## src/rtl/alu_ctrl_pkg.sv

```systemverilog
// Shared encodings for the ALU operand-select path: source selects, opcodes,
// fault codes and the operand controller state enum.
package alu_ctrl_pkg;

  localparam logic [2:0] SRC_ZERO    = 3'b000;
  localparam logic [2:0] SRC_PC4     = 3'b001;
  localparam logic [2:0] SRC_PC      = 3'b010;
  localparam logic [2:0] SRC_REG     = 3'b011;
  localparam logic [2:0] SRC_IMM12   = 3'b100;
  localparam logic [2:0] SRC_IMM20U  = 3'b101;
  localparam logic [2:0] SRC_XMM     = 3'b110;
  localparam logic [2:0] SRC_IMM12HL = 3'b111;

  localparam logic [6:0] OPC_LUI     = 7'b0110111;
  localparam logic [6:0] OPC_AUIPC   = 7'b0010111;
  localparam logic [6:0] OPC_JAL     = 7'b1101111;
  localparam logic [6:0] OPC_JALR    = 7'b1100111;
  localparam logic [6:0] OPC_OP_IMM  = 7'b0010011;
  localparam logic [6:0] OPC_LOAD    = 7'b0000011;
  localparam logic [6:0] OPC_OP      = 7'b0110011;
  localparam logic [6:0] OPC_BRANCH  = 7'b1100011;
  localparam logic [6:0] OPC_STORE   = 7'b0100011;
  localparam logic [6:0] OPC_XMM_DEF = 7'b0001011;

  localparam logic [1:0] FC_NONE     = 2'b00;
  localparam logic [1:0] FC_ILLEGAL  = 2'b01;
  localparam logic [1:0] FC_TIMEOUT  = 2'b10;

  typedef enum logic [1:0] {
    ST_IDLE  = 2'd0,
    ST_XREQ  = 2'd1,
    ST_ISSUE = 2'd2
  } state_e;

endpackage

```

## src/rtl/alu_src_decode.sv

```systemverilog
// Opcode to ALU port A/B source selects, plus XMM and illegal-opcode flags.
// Purely combinational; no handshake.
module alu_src_decode
  import alu_ctrl_pkg::*;
#(
  parameter logic [6:0] XMM_OPCODE = OPC_XMM_DEF
) (
  input  logic [6:0] opcode_i,
  output logic [2:0] a_src_o,
  output logic [2:0] b_src_o,
  output logic       is_xmm_o,
  output logic       illegal_o
);

  always_comb begin
    a_src_o   = SRC_ZERO;
    b_src_o   = SRC_ZERO;
    is_xmm_o  = 1'b0;
    illegal_o = 1'b0;
    // XMM is checked first so a custom opcode can never alias a base one.
    if (opcode_i == XMM_OPCODE) begin
      a_src_o  = SRC_XMM;
      b_src_o  = SRC_REG;
      is_xmm_o = 1'b1;
    end else begin
      case (opcode_i)
        OPC_LUI:               begin a_src_o = SRC_ZERO; b_src_o = SRC_IMM20U;  end
        OPC_AUIPC:             begin a_src_o = SRC_PC;   b_src_o = SRC_IMM20U;  end
        OPC_JAL, OPC_JALR:     begin a_src_o = SRC_PC4;  b_src_o = SRC_ZERO;    end
        OPC_OP_IMM, OPC_LOAD:  begin a_src_o = SRC_REG;  b_src_o = SRC_IMM12;   end
        OPC_OP, OPC_BRANCH:    begin a_src_o = SRC_REG;  b_src_o = SRC_REG;     end
        OPC_STORE:             begin a_src_o = SRC_REG;  b_src_o = SRC_IMM12HL; end
        default:               illegal_o = 1'b1;
      endcase
    end
  end

endmodule

```

## src/rtl/alu_operand_ctrl.sv

```systemverilog
// Per-instruction ALU operand-select sequencer with optional XMM read phase.
// Issue 1 cycle after accept (or after xs_rd_ack); selects held until alu_op_ready.
module alu_operand_ctrl
  import alu_ctrl_pkg::*;
#(
  parameter logic [6:0]  XMM_OPCODE = 7'b0001011,
  parameter int unsigned XS_TIMEOUT = 15
) (
  input  logic        clk,
  input  logic        reset,
  input  logic        instr_valid,
  output logic        instr_ready,
  input  logic [31:0] instr,
  output logic        xs_rd_req,
  input  logic        xs_rd_ack,
  output logic [2:0]  alu_a_src,
  output logic [2:0]  alu_b_src,
  output logic        alu_op_valid,
  input  logic        alu_op_ready,
  output logic        fault,
  output logic [1:0]  fault_code
);

  localparam logic [7:0] CNT_LAST = 8'(XS_TIMEOUT - 1);

  state_e     state_q, state_d;
  logic [2:0] a_q, a_d, b_q, b_d;
  logic [1:0] code_q, code_d;
  logic [7:0] cnt_q, cnt_d;

  logic [2:0] dec_a, dec_b;
  logic       dec_xmm, dec_illegal;

  // Only the opcode steers operand selection; the rest of the word is not needed here.
  logic unused_instr;
  assign unused_instr = ^instr[31:7];

  alu_src_decode #(
    .XMM_OPCODE (XMM_OPCODE)
  ) u_decode (
    .opcode_i  (instr[6:0]),
    .a_src_o   (dec_a),
    .b_src_o   (dec_b),
    .is_xmm_o  (dec_xmm),
    .illegal_o (dec_illegal)
  );

  always_ff @(posedge clk) begin
    if (reset) begin
      state_q <= ST_IDLE;
      a_q     <= SRC_ZERO;
      b_q     <= SRC_ZERO;
      code_q  <= FC_NONE;
      cnt_q   <= '0;
    end else begin
      state_q <= state_d;
      a_q     <= a_d;
      b_q     <= b_d;
      code_q  <= code_d;
      cnt_q   <= cnt_d;
    end
  end

  always_comb begin
    state_d      = state_q;
    a_d          = a_q;
    b_d          = b_q;
    code_d       = code_q;
    cnt_d        = cnt_q;
    instr_ready  = 1'b0;
    xs_rd_req    = 1'b0;
    alu_op_valid = 1'b0;
    fault        = 1'b0;
    fault_code   = FC_NONE;
    alu_a_src    = SRC_ZERO;
    alu_b_src    = SRC_ZERO;

    case (state_q)
      ST_IDLE: begin
        if (instr_valid) begin
          a_d     = dec_a;
          b_d     = dec_b;
          code_d  = dec_illegal ? FC_ILLEGAL : FC_NONE;
          cnt_d   = '0;
          state_d = dec_xmm ? ST_XREQ : ST_ISSUE;
        end
      end
      ST_XREQ: begin
        // An ack in the final wait cycle still beats the timeout.
        if (xs_rd_ack) begin
          code_d  = FC_NONE;
          state_d = ST_ISSUE;
        end else if (cnt_q == CNT_LAST) begin
          code_d  = FC_TIMEOUT;
          a_d     = SRC_ZERO;
          b_d     = SRC_ZERO;
          state_d = ST_ISSUE;
        end else begin
          cnt_d = cnt_q + 8'd1;
        end
      end
      ST_ISSUE: begin
        if (alu_op_ready) state_d = ST_IDLE;
      end
      default: state_d = ST_IDLE;
    endcase

    // Outputs follow registered state; reset forces them all low.
    if (!reset) begin
      case (state_q)
        ST_IDLE:  instr_ready = 1'b1;
        ST_XREQ:  xs_rd_req   = 1'b1;
        ST_ISSUE: begin
          alu_op_valid = 1'b1;
          fault        = (code_q != FC_NONE);
          fault_code   = code_q;
          alu_a_src    = a_q;
          alu_b_src    = b_q;
        end
        default: ;
      endcase
    end
  end

endmodule

```

## config.mk

```make
export PLATFORM = sky130hd
export DESIGN_NAME = alu_operand_ctrl
export DESIGN_NICKNAME = d
export VERILOG_FILES = /design/src/rtl/alu_ctrl_pkg.sv /design/src/rtl/alu_src_decode.sv /design/src/rtl/alu_operand_ctrl.sv
export SDC_FILE = /design/constraint.sdc
export NUM_CORES = 1
export LEC_CHECK = 0
export CAP_MARGIN = 20
export CORE_UTILIZATION = 30
export CTS_CLUSTER_DIAMETER = 30
export DETAILED_ROUTE_END_ITERATION = 10
export PLACE_DENSITY = 0.56
export SLEW_MARGIN = 10
export SYNTH_ARGS = -nofsm -noshare
export SYNTH_HDL_FRONTEND = slang
export SYNTH_SLANG_ARGS = --single-unit
```

## constraint.sdc

```tcl
create_clock -name clk -period 2.4 [get_ports clk]
set_input_delay 0.24 -clock clk [delete_from_list [all_inputs] [get_ports clk]]
set_output_delay 0.24 -clock clk [all_outputs]
set_load 0.005 [all_outputs]
```

; Yosys cells after proc, flatten, opt, wreduce, memory -nomap -nowiden
; Cells that the tools add are included.
[totals]
out_inout_bits = 12
wordCells = 79
in_bits = 37
reg_bits = 18
[classes]
add_sub_neg = 1
n_mux = 41
reduce_logical = 13
eq_ne = 19
[op_table]
columns = operator, n
row1 = $mux W3, 10
row2 = $mux W8, 3
row3 = $eq A7 B6 Y1 const B, 3
row4 = $eq A7 B7 Y1 const B, 3
row5 = $mux W2, 9
row6 = $pmux W8 S2, 1
row7 = $eq A7 B5 Y1 const B, 2
row8 = $mux W1, 12
row9 = $pmux W2 S3, 2
row10 = $pmux W3 S2, 2
row11 = $pmux W3 S4, 1
row12 = $ne A2 B2 Y1 const B, 5
row13 = $reduce_or A9 Y1, 1
row14 = $add A8 B1 Y8 const B, 1
row15 = $eq A8 B4 Y1 const B, 1
row16 = $reduce_and A4 Y1, 2
row17 = $reduce_or A2 Y1, 4
row18 = $eq A7 B2 Y1 const B, 1
row19 = $eq A7 B4 Y1 const B, 1
row20 = $reduce_and A3 Y1, 2
row21 = $reduce_or A5 Y1, 1
row22 = $pmux W2 S2, 1
row23 = $reduce_bool A2 Y1, 2
row24 = $ne A3 B3 Y1 const B, 1
row25 = other kinds (3), 3

; Depth between registers and ports, before layout
; Gate-level depths: netlist (run 1).
[logic_depth]
ltp_word = 7
depth_mapped = 6
depth_no_buf = 6

; Cells and area by module
; Synthesis (run 1) repeated with hierarchy kept, for this count alone.
[hier_totals]
hier_cells = 149
hier_area_um2 = 1144.8
[modules_own_cells]
columns = module, instances, cells_each, area_per_inst_um2, seq_area_each_um2
row1 = alu_operand_ctrl, 1, 117, 953.4, 360.3
row2 = alu_src_decode, 1, 32, 191.4, 0.0

; Worst setup path before layout (run 1)
; OpenSTA, ideal clock, no wires.
[synth_path]
path_kind = flip-flop to output port
start = reg state_q[1]
end = out fault
path_stages_with_launch = 6
path_buffers = 1
required_time_ns = 2.160
path_slack_ns = 0.798
arrival_ns = 1.362
path_cell_list = dfxtp_1 -> buf_4 -> inv_1 -> nor3_1 -> and2_1 -> or2_2
[synth_between]
elab_chain_cells = 3
[synth_lines]
columns = element, line
row1 = from (decl), alu_operand_ctrl.sv:26  ; state_e state_q, state_d;
row2 = from (signal assigned), alu_operand_ctrl.sv:56  ; state_q <= state_d;
row3 = $eq A2 B2 Y1, alu_operand_ctrl.sv:110  ; case (state_q)
row4 = $mux W1, alu_operand_ctrl.sv:110
row5 = $mux W1, alu_operand_ctrl.sv:109  ; if (!reset) begin
row6 = to (decl), alu_operand_ctrl.sv:20  ; output logic fault,
; Every way passes these cells.

; Worst setup path in the final report (run 1)
[layout_path]
start = reg state_q[0]
end = out alu_a_src[2]
[layout_between]
elab_chain_cells = 3
[layout_lines]
columns = element, line
row1 = $eq A2 B2 Y1, alu_operand_ctrl.sv:110
row2 = $mux W3, alu_operand_ctrl.sv:110
row3 = $mux W3, alu_operand_ctrl.sv:109
row4 = to (decl), alu_operand_ctrl.sv:16  ; output logic [2:0] alu_a_src,
; Every way passes these cells.

==> impl_metrics.py, run 1 <==
metrics = {
    "yosys": {
        "synth_mux_area_frac": 0.0507,
        "yosys_register_bits": 18,
        "synth_area_per_cell_sq_um": 8.40,
        "synth_area_leaders": "dfxtp_1 30%, mux2i_1 5.1%, and2_1 4.8%",
        "synth_edf_count": 0,
        "synth_top_area_frac": 0.304,
        "synthDistinctLibCells": 46,
        "synthFlopType": "dfxtp_1",
        "async_flop_share": 0,
        "yosys.area.top_type": "dfxtp_1",
        "synth-xor-area-share": 0.0148,
        "synth-simple-area-share": 0.325,
        "synth_compound_area_frac": 0.219,
        "yosys_warnings": 0,
        "seq_area_frac_synth": 0.304,
        "synth_cells": 141,
        "syn_nets": 180,
        "yosys.area_share.adder": 0.0211,
        "synth_top_family_by_area": "simple AND/OR/NAND/NOR gates",
        "syn_area_sq_mm": 0.00118,
    },
    "power": {
        "power.density_mw_per_mm2": 416,
        "power_mw": 0.627,
        "leakagePower_nw": 0.540,
        "peakVddDrop_v": 0.000158,
    },
    "grt": {
        "grt_overflow_total": 0,
        "grt_pass1_vias": 1101,
        "antenna_found_initial": 0,
        "grt_max_degree": 19,
        "grt_first_pass_wirelength_um": 4930,
        "grt_usage": 0.149,
    },
    "cts": {
        "clk_pin_slew_ns": 0.07,
        "cts_root_buf": "clkbuf_8",
        "holdBufCountCts": 0,
        "cts_tree": "yes",
        "cts_buffers": 3,
        "insertion_delay_ns": 0.25,
        "htree_levels": 1,
        "cts_max_path_buffers": 2,
        "clock_sinks": 18,
    },
    "detailed_routing": {
        "ant_nets": 0,
        "drc": 0,
        "dr.pass1.iters": 4,
        "via_count": 1126,
        "via_per_inst": 5.29,
        "wl_per_cell_um": 13.3,
        "drt_iter0_drc": 49,
        "routed_wl_um": 2830,
    },
    "min_path": {
        "hp-class": "flop to flop",
        "hold_start": "code_q[0]",
        "hold_end": "code_q[0]",
        "min_path_cells": 2,
    },
    "critical_path": {
        "crit_path_end_kind": "output pin",
        "cp.arrival_ns": 1.85,
        "critPathKind": "flop to output pin",
        "worstReg2RegStart": "cnt_q[5]",
        "crit_required_ns": 2.16,
        "critPathMaxFanout": 11,
        "start_kind": "flop",
        "r2r_end": "b_q[0]",
        "crit_path_start": "state_q[0]",
        "regToRegSetupSlack_ns": 0.64,
        "r2r_cells": 4,
    },
    "sta": {
        "worst_slack_ns": 0.311,
        "max_freq_ghz": 0.479,
        "final-setup-viol-count": 0,
        "fin_crit_sh": 0.871,
        "relSlewSlack": 0.532,
        "finalSetupTns_ns": 0,
        "slew_violations": 0,
        "skew_ns": 0.00169,
        "period_minus_slack_ns": 2.09,
        "hold_violations": 0,
        "rsz0062_at_grt": "false",
        "worst_pin_slew_ns": 0.684,
    },
    "place": {
        "port_buffers": 23,
        "gp_congestion": 0.762,
        "dp_hpwl_um": 2200,
        "dpl_worst_slack_ns": 0.0908,
    },
    "floorplanning": {
        "start_util": 0.319,
        "fp.dieH_um": 64.8,
        "fp.dieW_um": 64.8,
        "dieArea_sq_mm": 0.00420,
        "io_pins": 49,
        "core_sq_mm": 0.00372,
        "rows": 22,
    },
    "cells_and_area": {
        "layout.nets": 206,
        "diodes": 0,
        "drive_gt1_frac": 0.121,
        "syn2layout_area_growth_pct": 27.2,
    },
    "run_status": {
        "status": "finished, final reports clean",
    },
    "run": {
        "cap_violations": 0,
    },
}
## cell type report
cell class	count	area [sq um]
Inverter	7	26.3
Tap cell	48	60.1
Timing Repair Buffer	28	268
Fill cell	393	2210
Multi-Input combinational cell	109	752
Sequential cell	18	360
Clock buffer	3	41.3
## sequential cells by signal, summed over array words and instances (netlist names)
signal   count
code_q       2
a_q          3
state_q      2
b_q          3
cnt_q        8
## metrics by stage
step                utilization  cells  hold WS, ns  area, sq um
floorplan                     -    141        0.424         1180
global route              0.406    213        0.486         1510
CTS                       0.404    213        0.456         1500
detailed placement        0.393    210        0.446         1460
global placement          0.393    210        0.440         1460
finish                    0.406    213        0.454         1510
## metal layers
layer | part of all wire | GRT usage
met5 | 0 | 0
met4 | 0.0085 | 0.0500
met3 | 0.024 | 0.0211
met2 | 0.48 | 0.255
met1 | 0.49 | 0.188
## power by group
part           total (mW)  switching [mW]  internal [mW]  leakage [nW]
logic               0.111          0.0568         0.0541         0.372
clock network       0.210          0.0983          0.111        0.0216
registers           0.307         0.00259          0.304         0.146
## cells in the final DEF, fill, tap and decap left out, types with 3 or more instances in the layout
cell type | Yosys | final
clkdlybuf4s50_1 | 0 | 23
dfxtp_1 | 18 | 18
nand2_1 | 11 | 11
and2_1 | 9 | 9
nand3_1 | 9 | 9
inv_1 | 7 | 7
nor2_1 | 7 | 7
a21oi_1 | 6 | 6
mux2i_1 | 6 | 6
nor3_1 | 6 | 5
o21ai_0 | 5 | 5
buf_4 | 1 | 5
nor3b_1 | 4 | 4
or3_1 | 3 | 3
and3_1 | 3 | 3
nor2b_1 | 3 | 3
a22o_1 | 3 | 3
clkbuf_8 | 1 | 3
## worst max path at each step
stage / slack, ns / endpoint
global route: 0.19 / alu_b_src[1]
detailed placement: 0.09 / alu_b_src[1]
floorplan: 0.80 / fault
global placement: 0.13 / alu_a_src[2]
CTS: 0.05 / alu_a_src[2]
finish: 0.31 / alu_a_src[2]
## kinds of logic (layout without fill, tap and decap cells)
kind of cell               Yosys count  in the layout
AOI/OAI and AO/OA                   32             32
xor gates and xnor gates             2              2
adders and majority gates            2              2
buffers and inverters               14             38
DFF                                 18             18
muxes                                6              6
and+or+nand+nor                     67             67
## Yosys cell counts, types with 2 or more instances
| master | count |
|---|---|
| a2111oi_0 | 2 |
| a21oi_1 | 6 |
| a22o_1 | 3 |
| and2_1 | 9 |
| and3_1 | 3 |
| and4_1 | 2 |
| buf_2 | 3 |
| dfxtp_1 | 18 |
| ha_1 | 2 |
| inv_1 | 7 |
| mux2i_1 | 6 |
| nand2_1 | 11 |
| nand2b_1 | 2 |
| nand3_1 | 9 |
| nand4_1 | 2 |
| nor2_1 | 7 |
| nor2b_1 | 3 |
| nor3_1 | 6 |
| nor3b_1 | 4 |
| o211ai_1 | 2 |
| o21a_1 | 2 |
| o21ai_0 | 5 |
| or3_1 | 3 |
| xor2_1 | 2 |
## worst max-delay path, stage by stage, from the launching register on
cell and delay [ns]:
dfxtp_1 0.40, nor3_2 0.37, buf_4 0.19, and2_1 0.12, clkdlybuf4s50_1 0.50
## what timing repair did
action,CTS,global route
setup buffers,0,0
gates resized for setup,0,1
setup endpoints to repair,0,5
No activity file was read; power rests on OpenSTA's default activity.
==> run 2: changes to the inputs <==
Settings changed: CTS_BUF_LIST set to sky130_fd_sc_hd__clkbuf_8.
==> results of run 2 <==
No change in the layout: final DEF, timing and power equal those of run 1.
==> run 3: changes to the inputs <==
Settings changed: ABC_AREA set to 0.
==> results of run 3 <==
No change in the layout: final DEF, timing and power equal those of run 1.
